`config.mk`:
```
export PLATFORM = sky130hd
export DESIGN_NAME = demux_1x6
export DESIGN_NICKNAME = d
export VERILOG_FILES = /design/src/rtl/demux_pkg.sv /design/src/rtl/demux_lane.sv /design/src/rtl/demux_1x6.sv
export SDC_FILE = /design/constraint.sdc
export NUM_CORES = 1
export LEC_CHECK = 0
export BUFFER_PORTS_ARGS = -buffer_cell sky130_fd_sc_hd__clkbuf_2
export CORE_MARGIN = 3
export CORE_UTILIZATION = 52
export DETAILED_ROUTE_END_ITERATION = 8
export PLACE_DENSITY = 0.81
export SYNTH_ARGS = -nofsm -noshare
export SYNTH_HDL_FRONTEND = slang
export SYNTH_HIERARCHICAL = 1
export SYNTH_SLANG_ARGS = --single-unit
```
`constraint.sdc`:
```
create_clock -name clk -period 2.5 [get_ports clk]
set_input_delay 0.125 -clock clk [delete_from_list [all_inputs] [get_ports clk]]
set_output_delay 0.125 -clock clk [all_outputs]
set_load 0.01 [all_outputs]
```
`src/rtl/demux_pkg.sv`:
```
// Shared definitions for the 1:6 demux and its 6:1 mux counterpart.
// decode_dest is the single source of truth for destination-code folding.
package demux_pkg;

   localparam int NUM_LANES = 6;
   localparam int DEST_W    = 3;

   typedef logic [DEST_W-1:0] lane_idx_t;

   // Codes 5, 6 and 7 all land on the last lane, matching the mux select.
   function automatic lane_idx_t decode_dest(input logic [DEST_W-1:0] dest);
      return (dest >= lane_idx_t'(NUM_LANES - 1)) ? lane_idx_t'(NUM_LANES - 1) : dest;
   endfunction

endpackage

```
`src/rtl/demux_lane.sv`:
```
// Single-entry holding register with valid/ready; a write in the same cycle
// as a drain keeps the lane full so each lane sustains one item per cycle.
module demux_lane #(
   parameter int WIDTH = 8
) (
   input  logic             clk,
   input  logic             rst_n,
   input  logic             wr_en,
   input  logic [WIDTH-1:0] wr_data,
   input  logic             rd_ready,
   output logic [WIDTH-1:0] data,
   output logic             valid
);

   // Data is deliberately left in place on drain; only reset clears it.
   always_ff @(posedge clk or negedge rst_n) begin
      if (!rst_n) begin
         data  <= '0;
         valid <= 1'b0;
      end else if (wr_en) begin
         data  <= wr_data;
         valid <= 1'b1;
      end else if (rd_ready) begin
         valid <= 1'b0;
      end
   end

endmodule

```
`src/rtl/demux_1x6.sv`:
```
// 1:6 registered demultiplexer: decodes the destination, steers accepted
// items into per-lane holding registers and counts acceptances.
module demux_1x6
   import demux_pkg::*;
#(
   parameter int WIDTH = 8,
   parameter int CNT_W = 16
) (
   input  logic                 clk,
   input  logic                 rst_n,
   input  logic [WIDTH-1:0]     in_data,
   input  logic [DEST_W-1:0]    in_dest,
   input  logic                 in_valid,
   output logic                 in_ready,
   output logic [WIDTH-1:0]     out_0,
   output logic [WIDTH-1:0]     out_1,
   output logic [WIDTH-1:0]     out_2,
   output logic [WIDTH-1:0]     out_3,
   output logic [WIDTH-1:0]     out_4,
   output logic [WIDTH-1:0]     out_5,
   output logic [NUM_LANES-1:0] out_valid,
   input  logic [NUM_LANES-1:0] out_ready,
   output logic [CNT_W-1:0]     acc_count
);

   lane_idx_t                        dest_lane;
   logic                             accept;
   logic [NUM_LANES-1:0][WIDTH-1:0] lane_data;

   assign dest_lane = decode_dest(in_dest);

   // out_ready feeds in_ready combinationally so a full lane can drain and
   // refill in the same cycle.
   assign in_ready = !out_valid[dest_lane] || out_ready[dest_lane];
   assign accept   = in_valid && in_ready;

   for (genvar k = 0; k < NUM_LANES; k++) begin : g_lane
      demux_lane #(.WIDTH(WIDTH)) u_lane (
         .clk      (clk),
         .rst_n    (rst_n),
         .wr_en    (accept && (dest_lane == lane_idx_t'(k))),
         .wr_data  (in_data),
         .rd_ready (out_ready[k]),
         .data     (lane_data[k]),
         .valid    (out_valid[k])
      );
   end

   assign out_0 = lane_data[0];
   assign out_1 = lane_data[1];
   assign out_2 = lane_data[2];
   assign out_3 = lane_data[3];
   assign out_4 = lane_data[4];
   assign out_5 = lane_data[5];

   // Saturating counter: sticks at all-ones instead of wrapping.
   always_ff @(posedge clk or negedge rst_n) begin
      if (!rst_n)
         acc_count <= '0;
      else if (accept && !(&acc_count))
         acc_count <= acc_count + CNT_W'(1);
   end

endmodule

```
==> results.sh, run 1 <==
export IMPL_synth_area_sq_um=3250
export IMPL_cp_start_kind="register"
export IMPL_min_period_over_period_pct=89.7
export IMPL_antenna_left=0
export IMPL_grt_max_degree=39
export IMPL_die_y_um=85.1
export IMPL_wl_per_cell_um=17.3
export IMPL_vdd_drop_max_mv=0.493
export IMPL_grt_pass1_wl_um=11500
export IMPL_cts_root_buffer="clkbuf_8"
export IMPL_core_sq_um=5990
export IMPL_status="complete, no violations"
export IMPL_reg2reg_depth=5
export IMPL_antenna_found_initial=0
export IMPL_cts_sinks=70
export IMPL_min_delay_start="out_ready[0]"
export IMPL_synth_nets=238
export IMPL_n_antenna_cell=0
export IMPL_drt_pre_antenna_iters=4
export IMPL_cts_htree_levels=3
export IMPL_avgSynthCellArea_sq_um=15.0
export IMPL_final_min_clock_period_ns=2.24
export IMPL_numPortBuffers=90
export IMPL_synth_edf_count=0
export IMPL_cp_end_kind="register"
export IMPL_clk_latency_ns=0.35
export IMPL_power_density_nw_per_um2=869
export IMPL_p_int_w=0.00245
export IMPL_r2r_setup_slack_ns=0.26
export IMPL_drive_above_1_share_pct=57.5
export IMPL_drc_errors=0
export IMPL_async_reset_ff_share_pct=100
export IMPL_synth_seq_cells=70
export IMPL_routed_via_density=5.33
export IMPL_finalHoldViolCount=0
export IMPL_grt_total_usage_pct=20.3
export IMPL_leakage_nw=2.08
export IMPL_switching_power_w=0.00104
export IMPL_syn2layout_area_growth_pct=23.6
export IMPL_worst_hold_path_type="in2reg"
export IMPL_tightest_slew_ns=1.07
export IMPL_ys_seq_area_share_pct=53.9
export IMPL_path_class="reg2reg"
export IMPL_fillCellCount=416
export IMPL_crit_fanout=9
export IMPL_overflow=0
export IMPL_rows=28
export IMPL_io_pins=91
export IMPL_postLayoutCoreUtil_pct=67.0
export IMPL_regToRegEndpoint="g_lane[5].u_lane/data[7]$_DFFE_PN0P_"
export IMPL_cts_tree="yes"
export IMPL_wirelength_um=6880
export IMPL_dieWidth_um=85.1
export IMPL_synth_distinct_cells=33
export IMPL_drtIter0Drc=72
export IMPL_r2r_start="g_lane[4].u_lane/valid$_DFFE_PN0P_"
export IMPL_final_nets=338
export IMPL_path_clk_slew_ns=0.07
export IMPL_fin_setup_tns_ns=0
export IMPL_yosys_warnings=6
export IMPL_p_seq_share_pct=45.2
export IMPL_maxSlewViolCount=0
export IMPL_p_comb_share_pct=26.0
export IMPL_holdPathEnd="g_lane[0].u_lane/valid$_DFFE_PN0P_"
export IMPL_numCtsBuffers=9
export IMPL_hpwl_um=4870
export IMPL_worstHoldPathCells=3
export IMPL_max_freq_mhz=446
export IMPL_hold_slack_ns=0.0449
export IMPL_grt_pass1_vias=2149
export IMPL_synth_cells=217
export IMPL_synth_ff_type="dfrtp_1"
export IMPL_die_area_sq_um=7230
export IMPL_clockBufferDepth=2
export IMPL_worst_ep_arrival_time_ns=2.48
export IMPL_required_ns=2.73
export IMPL_slew_headroom_pct=28.1
export IMPL_place_gp_congestion=0.773
export IMPL_rsz0062_at_grt="no"
export IMPL_setup_violations_final=0
export IMPL_vias=2115
export IMPL_final_setup_skew_ns=0.0101
export IMPL_pwr_share_clk_pct=28.7
export IMPL_start_util_pct=54.2
export IMPL_maxCapViolCount=0
export IMPL_p_sw_share_pct=29.9
[state kept, by name, indices dropped and copies added (netlist names)]
name,cells
acc_count,16
g_lane.u_lane/valid,6
g_lane.u_lane/data,48
[logic make-up after synthesis]
logic type,share of synthesized area (%)
AOI/OAI and AO/OA,4.12
buffers and inverters,4.27
and+or+nand+nor,9.05
xor gates and xnor gates,4.04
muxes,24.2
adders and majority gates,0.385
DFF,53.9
[worst max-delay path, stage by stage (launching register included)]
cell and delay, ns:
dfrtp_1 0.40, nor3b_1 0.15, o21ai_1 0.24, a221oi_4 0.12, nor3_2 0.86, mux2_4 0.36
[per-layer routing]
layer  vias up  global-route usage, %  part of all wire [%]  routed length [um]
li1        965                      -                     -                   -
met3         7                   6.21                   6.8                 471
met4         0                   6.62                   1.2                  83
met2        72                   29.5                    46                3190
met1      1071                   29.2                    46                3130
met5         -                      0                     0                   0
[worst max path at each step]
stage	start	endpoint	slack, ns
2_1_floorplan	g_lane[4].u_lane/valid$_DFFE_PN0P_	g_lane[0].u_lane/data[0]$_DFFE_PN0P_	0.42
4_1_cts	g_lane[4].u_lane/valid$_DFFE_PN0P_	g_lane[5].u_lane/data[7]$_DFFE_PN0P_	0.19
3_5_place_dp	in_dest[0]	g_lane[5].u_lane/data[7]$_DFFE_PN0P_	0.19
3_3_place_gp	in_dest[1]	g_lane[5].u_lane/data[7]$_DFFE_PN0P_	0.20
6_report	g_lane[4].u_lane/valid$_DFFE_PN0P_	g_lane[5].u_lane/data[7]$_DFFE_PN0P_	0.26
5_1_grt	g_lane[4].u_lane/valid$_DFFE_PN0P_	g_lane[5].u_lane/data[0]$_DFFE_PN0P_	0.11
[cell usage after synthesis, types with 3 or more instances]
master   instances  share of area (%)
dfrtp_1         70                 54
mux2_4          49                 23
xor2_1          15                4.0
inv_1            9                1.0
buf_6            8                2.8
nand2_1          7               0.81
nor3_1           7                1.1
a21o_2           6                1.6
nor4_1           5               0.96
mux2i_1          4                1.2
nand3_1          4               0.62
nor4_2           4                1.5
nand4_1          3               0.58
nor2_1           3               0.35
[stage by stage]
| stage | cells | area (sq um) | worst slack, ns | total power, W |
|---|---|---|---|---|
| final | 397 | 4020 | 0.257 | 0.00349 |
| after global routing | 397 | 4020 | 0.112 | 0.00366 |
| after CTS | 397 | 4020 | 0.191 | 0.00351 |
| after detailed placement | 380 | 3790 | 0.191 | 0.00251 |
| after global placement | 380 | 3790 | 0.202 | 0.00248 |
| after floorplan | 217 | 3250 | 0.418 | 0.00211 |
[cell type report]
class | instances | area, sq um | share of cell area (%)
multi-input cells | 128 | 1390 | 34.6
well taps | 75 | 93.8 | 2.34
clock buffers | 10 | 128 | 3.18
clock inverters | 6 | 86.3 | 2.15
inverters | 9 | 33.8 | 0.841
flip-flops and latches | 70 | 1750 | 43.6
repair buffers | 99 | 533 | 13.3
[what timing repair did]
| item | CTS | global route |
|---|---|---|
| resized for setup | 0 | 0 |
| hold buffers | 1 | 0 |
| endpoints found under the hold margin | 32 | 0 |
| setup buffers | 0 | 0 |
[placed cells by master (no fill, tap or decap), types with 2 or more instances in the layout]
cell       count
a21o_2         6
buf_4          7
bufinv_16      2
clkbuf_2      89
clkbuf_8       9
clkinv_2       2
dfrtp_1       70
inv_1          9
mux2_4        49
mux2i_1        4
nand2_1        7
nand3_1        4
nand4_1        3
nor2_1         3
nor3_1         2
nor3_2         5
nor3b_1        2
nor4_1         4
nor4_2         5
nor4b_1        2
or2_2          2
xor2_1        15
[power groups by stage]
stage          clock [W]  sequential [W]  combinational, W
6_report         0.00100         0.00158          0.000908
5_1_grt          0.00106         0.00161          0.000983
4_1_cts          0.00101         0.00158          0.000924
3_5_place_dp           0         0.00160          0.000918
3_3_place_gp           0         0.00159          0.000891
2_1_floorplan          0         0.00168          0.000432
Power figures use the tool's default switching activity.
==> inputs of run 2 (changes only) <==
ABC_AREA = 1   (was unset)
CTS_CLUSTER_SIZE = 40   (was unset)
==> results.sh, run 2 <==
export IMPL_rows=28
export IMPL_grt_total_usage_pct=23.8
export IMPL_hold_slack_ns=-0.0322
export IMPL_yosys_warnings=6
export IMPL_final_common_cell="nand2_1"
export IMPL_fin_cells=587
export IMPL_die_y_um=85.3
export IMPL_synth_cells=410
export IMPL_io_pins=91
export IMPL_leakage_nw=2.30
export IMPL_max_freq_mhz=485
export IMPL_dp_cells=571
export IMPL_hpwl_um=5820
export IMPL_slew_headroom_pct=41.7
export IMPL_syn2layout_area_growth_pct=22.2
export IMPL_numPortBuffers=90
export IMPL_drtIter0Drc=203
export IMPL_status="finished, violations left"
export IMPL_synth_nets=431
export IMPL_cts_tree="yes"
export IMPL_drc_errors=0
export IMPL_postLayoutCoreUtil_pct=66.7
export IMPL_yosysTopAreaCellShare_pct=53.6
export IMPL_vdd_drop_max_mv=0.429
export IMPL_post_cts_buffers=0
export IMPL_max_stage_delay_ns=0.42
export IMPL_synth_edf_count=0
export IMPL_place_gp_congestion=0.906
export IMPL_final_nets=528
export IMPL_ctsHoldBuffers=0
export IMPL_cts_root_buffer="clkbuf_8"
export IMPL_clockBufferDepth=2
export IMPL_drt_pre_antenna_iters=5
export IMPL_start_util_pct=54.6
export IMPL_vias=2979
export IMPL_ys_seq_area_share_pct=53.6
export IMPL_reg_top3="g_lane.u_lane/data: 48 flops, acc_count: 16 flops, g_lane.u_lane/valid: 6 flops"
export IMPL_path_clk_slew_ns=0.09
export IMPL_synth_distinct_cells=24
export IMPL_wl_per_cell_um=13.8
export IMPL_maxSlewViolCount=0
export IMPL_worst_ep_arrival_time_ns=2.33
export IMPL_drive_above_1_share_pct=24.6
export IMPL_overflow=0
export IMPL_grt_pass1_vias=2816
export IMPL_synth_area_leader_cell="dfrtp_1"
export IMPL_cts_resized=0
export IMPL_synth_seq_cells=70
export IMPL_cp_start_kind="register"
export IMPL_numCtsBuffers=9
export IMPL_post_synth_top_count_cell="nand2_1"
export IMPL_grt_pass1_wl_um=13900
export IMPL_final_min_clock_period_ns=2.06
export IMPL_grt_max_degree=71
export IMPL_rsz0062_at_grt="no"
export IMPL_die_area_sq_um=7270
export IMPL_tightest_slew_ns=0.875
export IMPL_fillCellCount=533
export IMPL_avgSynthCellArea_sq_um=7.97
export IMPL_worst_path_max_delay_cell="dfrtp_1"
export IMPL_finalHoldViolCount=10
export IMPL_async_reset_ff_share_pct=100
export IMPL_cts_htree_levels=3
export IMPL_design_power_total_w=0.00326
export IMPL_required_ns=2.77
export IMPL_final_setup_skew_ns=0.0149
export IMPL_n_antenna_cell=0
export IMPL_crit_path_frequent_cell="nand2_1"
export IMPL_antenna_found_initial=0
export IMPL_dieWidth_um=85.3
export IMPL_layout_common_cells="218 x nand2_1, 89 x clkbuf_2, 70 x dfrtp_1"
export IMPL_path_class="reg2reg"
export IMPL_cp_end_kind="register"
export IMPL_cp_num_buf_inv=1
export IMPL_critical_path_cell_chain="ha_1, inv_1, nor3_2, nand2_1, nor2_2, nand3_2, nand3_4, nand2_1, nand2_1"
export IMPL_antenna_left=0
export IMPL_violations="negative hold slack"
export IMPL_synth_ff_type="dfrtp_1"
export IMPL_crit_fanout=17
export IMPL_wirelength_um=8130
export IMPL_cts_sinks=70
export IMPL_maxCapViolCount=0
export IMPL_cp_top_family="simple AND/OR/NAND/NOR gates"
export IMPL_largest_register="g_lane.u_lane/data"
export IMPL_core_sq_um=5990
export IMPL_synthTopCellsByArea="dfrtp_1 54%, nand2_1 25%, nand4_1 3.1%"
export IMPL_largest_reg_flops=48
export IMPL_clk_latency_ns=0.34
export IMPL_min_period_over_period_pct=82.5
export IMPL_routed_via_density=5.07
export IMPL_setup_violations_final=0
export IMPL_fin_setup_tns_ns=0
export IMPL_synth_common_cells="218 x nand2_1, 70 x dfrtp_1, 26 x inv_1"
export IMPL_worst_hold_path_type="in2async"
export IMPL_power_density_nw_per_um2=816
export IMPL_synth_area_sq_um=3270
==> run 2: metal layers <==
metal  vias up  wire length, um  GRT usage (%)
met5         -                0              0
met3         6              575           4.08
met4         0               59           6.91
met1      1405             3490           33.4
met2       105             4000           38.1
li1       1463                -              -
==> run 2: final cells by class <==
cell class / count / area (sq um) / area share, %
Clock inverter: 7 / 103 / 2.57
Inverter: 33 / 124 / 3.10
Timing Repair Buffer: 97 / 503 / 12.6
Tap cell: 75 / 93.8 / 2.35
Sequential cell: 70 / 1750 / 43.9
Multi-Input combinational cell: 296 / 1290 / 32.4
Clock buffer: 9 / 124 / 3.10
==> run 2: cells by family (layout without fill, tap and decap cells) <==
| logic type | count (synthesis) | in the layout | synth area share [%] |
|---|---|---|---|
| xor gates and xnor gates | 12 | 12 | 3.21 |
| DFF | 70 | 70 | 53.6 |
| AOI/OAI and AO/OA | 9 | 9 | 1.57 |
| adders and majority gates | 1 | 1 | 0.383 |
| buffers and inverters | 44 | 146 | 6.81 |
| and+or+nand+nor | 274 | 274 | 34.4 |
==> run 2: worst paths after layout <==
kind	startpoint	end	slack, ns	depth (start not counted)
max in group asynchronous	rst_n	g_lane[3].u_lane/data[1]$_DFFE_PN0P_	1.95	2
worst max register to register	acc_count[0]$_DFFE_PN0P_	acc_count[0]$_DFFE_PN0P_	0.44	9
worst max-delay path	acc_count[0]$_DFFE_PN0P_	acc_count[0]$_DFFE_PN0P_	0.44	9
worst min register to register	g_lane[2].u_lane/data[0]$_DFFE_PN0P_	g_lane[2].u_lane/data[0]$_DFFE_PN0P_	0.48	2
worst min-delay path	rst_n	g_lane[1].u_lane/valid$_DFFE_PN0P_	-0.03	2
min in group clk	out_ready[1]	g_lane[1].u_lane/valid$_DFFE_PN0P_	0.02	4
==> run 2: metrics by stage <==
step	area, sq um	setup WS [ns]
6_report	3990	0.438
3_3_place_gp	3770	0.493
4_1_cts	3990	0.442
2_1_floorplan	3270	0.759
3_5_place_dp	3770	0.447
5_1_grt	3990	0.163
==> run 2: power breakdown <==
group	total, W	leakage, nW	internal (W)	switching [W]
clock network	0.00105	0.111	0.000576	0.000471
registers	0.00150	0.900	0.00134	0.000162
logic	0.000707	1.29	0.000276	0.000432
==> inputs of run 3 (changes only) <==
CORE_UTILIZATION = 47   (was 52)
PLACE_DENSITY = 0.77   (was 0.81)
clock period = 1.7 ns   (was 2.5 ns; I/O delays follow)
==> results.sh, run 3 (synthesized netlist as in run 2, its figures left out) <==
export IMPL_path_class="in2out"
export IMPL_met2_length_um=4610
export IMPL_cp_start_kind="input port"
export IMPL_vias=3164
export IMPL_cts_htree_levels=3
export IMPL_die_area_sq_um=7990
export IMPL_drtIter0Drc=139
export IMPL_place_gp_congestion=0.919
export IMPL_routed_via_density=5.07
export IMPL_drc_errors=0
export IMPL_largest_reg_flops=48
export IMPL_reg_top3="g_lane.u_lane/data: 48 flops, acc_count: 16 flops, g_lane.u_lane/valid: 6 flops"
export IMPL_placedInstanceArea_sq_um=3960
export IMPL_grt_pass1_wl_um=14000
export IMPL_worst_hold_path_type="in2reg"
export IMPL_io_pins=91
export IMPL_final_min_clock_period_ns=1.67
export IMPL_core_sq_um=6530
export IMPL_cts_root_buffer="clkbuf_8"
export IMPL_layout_common_cells="212 x nand2_1, 88 x clkbuf_2, 70 x dfrtp_1"
export IMPL_numCtsBuffers=9
export IMPL_grt_pass1_vias=3014
export IMPL_final_area_sq_um=4380
export IMPL_die_y_um=89.4
export IMPL_final_setup_skew_ns=0.0117
export IMPL_max_stage_delay_ns=0.55
export IMPL_drt_pre_antenna_iters=4
export IMPL_grt_total_usage_pct=23.1
export IMPL_wl_met3_um=609
export IMPL_dieWidth_um=89.4
export IMPL_overflow=0
export IMPL_highest_signal_layer="met4"
export IMPL_max_freq_mhz=598
export IMPL_worst_path_max_delay_cell="dlygate4sd3_1"
export IMPL_setup_violations_final=0
export IMPL_maxSlewViolCount=0
export IMPL_clk_latency_ns=0.35
export IMPL_slew_headroom_pct=75.4
export IMPL_cp_end_kind="output pin"
export IMPL_dp_cells=594
export IMPL_power_density_nw_per_um2=1100
export IMPL_worst_ep_arrival_time_ns=1.59
export IMPL_cts_sinks=70
export IMPL_rows=29
export IMPL_fillCellCount=519
export IMPL_drt_met1_wl_um=3680
export IMPL_antenna_left=0
export IMPL_status="complete, no violations"
export IMPL_fin_setup_tns_ns=0
export IMPL_numPortBuffers=90
export IMPL_cp_top_family="buffers and inverters"
export IMPL_wl_per_cell_um=14.4
export IMPL_syn2layout_area_growth_pct=34.1
export IMPL_crit_fanout=11
export IMPL_n_antenna_cell=0
export IMPL_drive_above_1_share_pct=30.5
export IMPL_tightest_slew_ns=0.369
export IMPL_largest_register="g_lane.u_lane/data"
export IMPL_fin_cells=624
export IMPL_antenna_found_initial=0
export IMPL_cp_num_buf_inv=4
export IMPL_cts_tree="yes"
export IMPL_path_clk_slew_ns=0.09
export IMPL_critical_path_cell_chain="dlygate4sd3_1, clkbuf_2, a21oi_1, nand2_1, a21oi_2, nand2_4, buf_12, buf_6"
export IMPL_hpwl_um=6490
export IMPL_wirelength_um=8990
export IMPL_vdd_drop_max_mv=0.670
export IMPL_final_nets=563
export IMPL_min_period_over_period_pct=98.4
export IMPL_start_util_pct=50.1
export IMPL_rsz0062_at_grt="yes"
export IMPL_finalHoldViolCount=0
export IMPL_clockBufferDepth=2
export IMPL_maxCapViolCount=0
export IMPL_required_ns=1.62
export IMPL_final_common_cell="nand2_1"
export IMPL_leakage_nw=2.48
export IMPL_grt_max_degree=71
-- run 3: timing repair --
| action | CTS | global route |
|---|---|---|
| endpoints found under the setup margin | 10 | 68 |
| hold buffers | 7 | 0 |
| endpoints found under the hold margin | 76 | 0 |
| setup buffers | 0 | 7 |
| resized for setup | 3 | 23 |
| pin swaps | 0 | 2 |
-- run 3: power by group --
group	switching, W	internal (W)
clock	0.000694	0.000697
sequential	0.000213	0.00197
combinational	0.000716	0.000530
-- run 3: final timing paths --
kind,endpoint,startpoint,cells after the start,slack (ns)
min in group asynchronous,acc_count[12]$_DFFE_PN0P_,rst_n,3,0.27
hold reg to reg,g_lane[1].u_lane/data[4]$_DFFE_PN0P_,g_lane[1].u_lane/data[4]$_DFFE_PN0P_,2,0.48
hold / removal,g_lane[4].u_lane/data[6]$_DFFE_PN0P_,in_data[6],3,0.05
setup / recovery,in_ready,out_ready[2],8,0.03
max in group asynchronous,g_lane[0].u_lane/data[3]$_DFFE_PN0P_,rst_n,3,1.11
setup reg to reg,g_lane[4].u_lane/data[0]$_DFFE_PN0P_,g_lane[3].u_lane/valid$_DFFE_PN0P_,12,0.03
-- run 3: cell type report --
cell class | instances | area (sq um) | share of cell area [%]
Clock buffer | 9 | 124 | 2.83
Inverter | 33 | 126 | 2.88
Clock inverter | 7 | 82.6 | 1.88
Multi-Input combinational cell | 296 | 1370 | 31.2
Sequential cell | 70 | 1750 | 40.0
Timing Repair Buffer | 132 | 835 | 19.0
Tap cell | 77 | 96.3 | 2.20
-- run 3: per-layer routing --
metal  global-route usage, %  vias up
met4                    7.17        0
met2                    39.3      112
met5                       0        -
li1                        -     1531
met3                    6.45        8
met1                    28.4     1513
-- run 3: worst min-delay path, cell delays in order --
cell and delay [ns]:
clkbuf_2 0.15, nand2_1 0.09, nand2_1 0.04
-- run 3: through the flow --
stage | hold WS (ns) | power (W) | setup slack, ns | util (%)
floorplan | -0.211 | 0.00275 | 0.0479 | -
global placement | 0.134 | 0.00332 | -0.0335 | 60.6
detailed placement | 0.131 | 0.00337 | -0.125 | 60.6
CTS | 0.0327 | 0.00479 | -0.00589 | 65.1
global route | 0.0414 | 0.00511 | -0.0860 | 67.1
finish | 0.0466 | 0.00482 | 0.0264 | 67.1
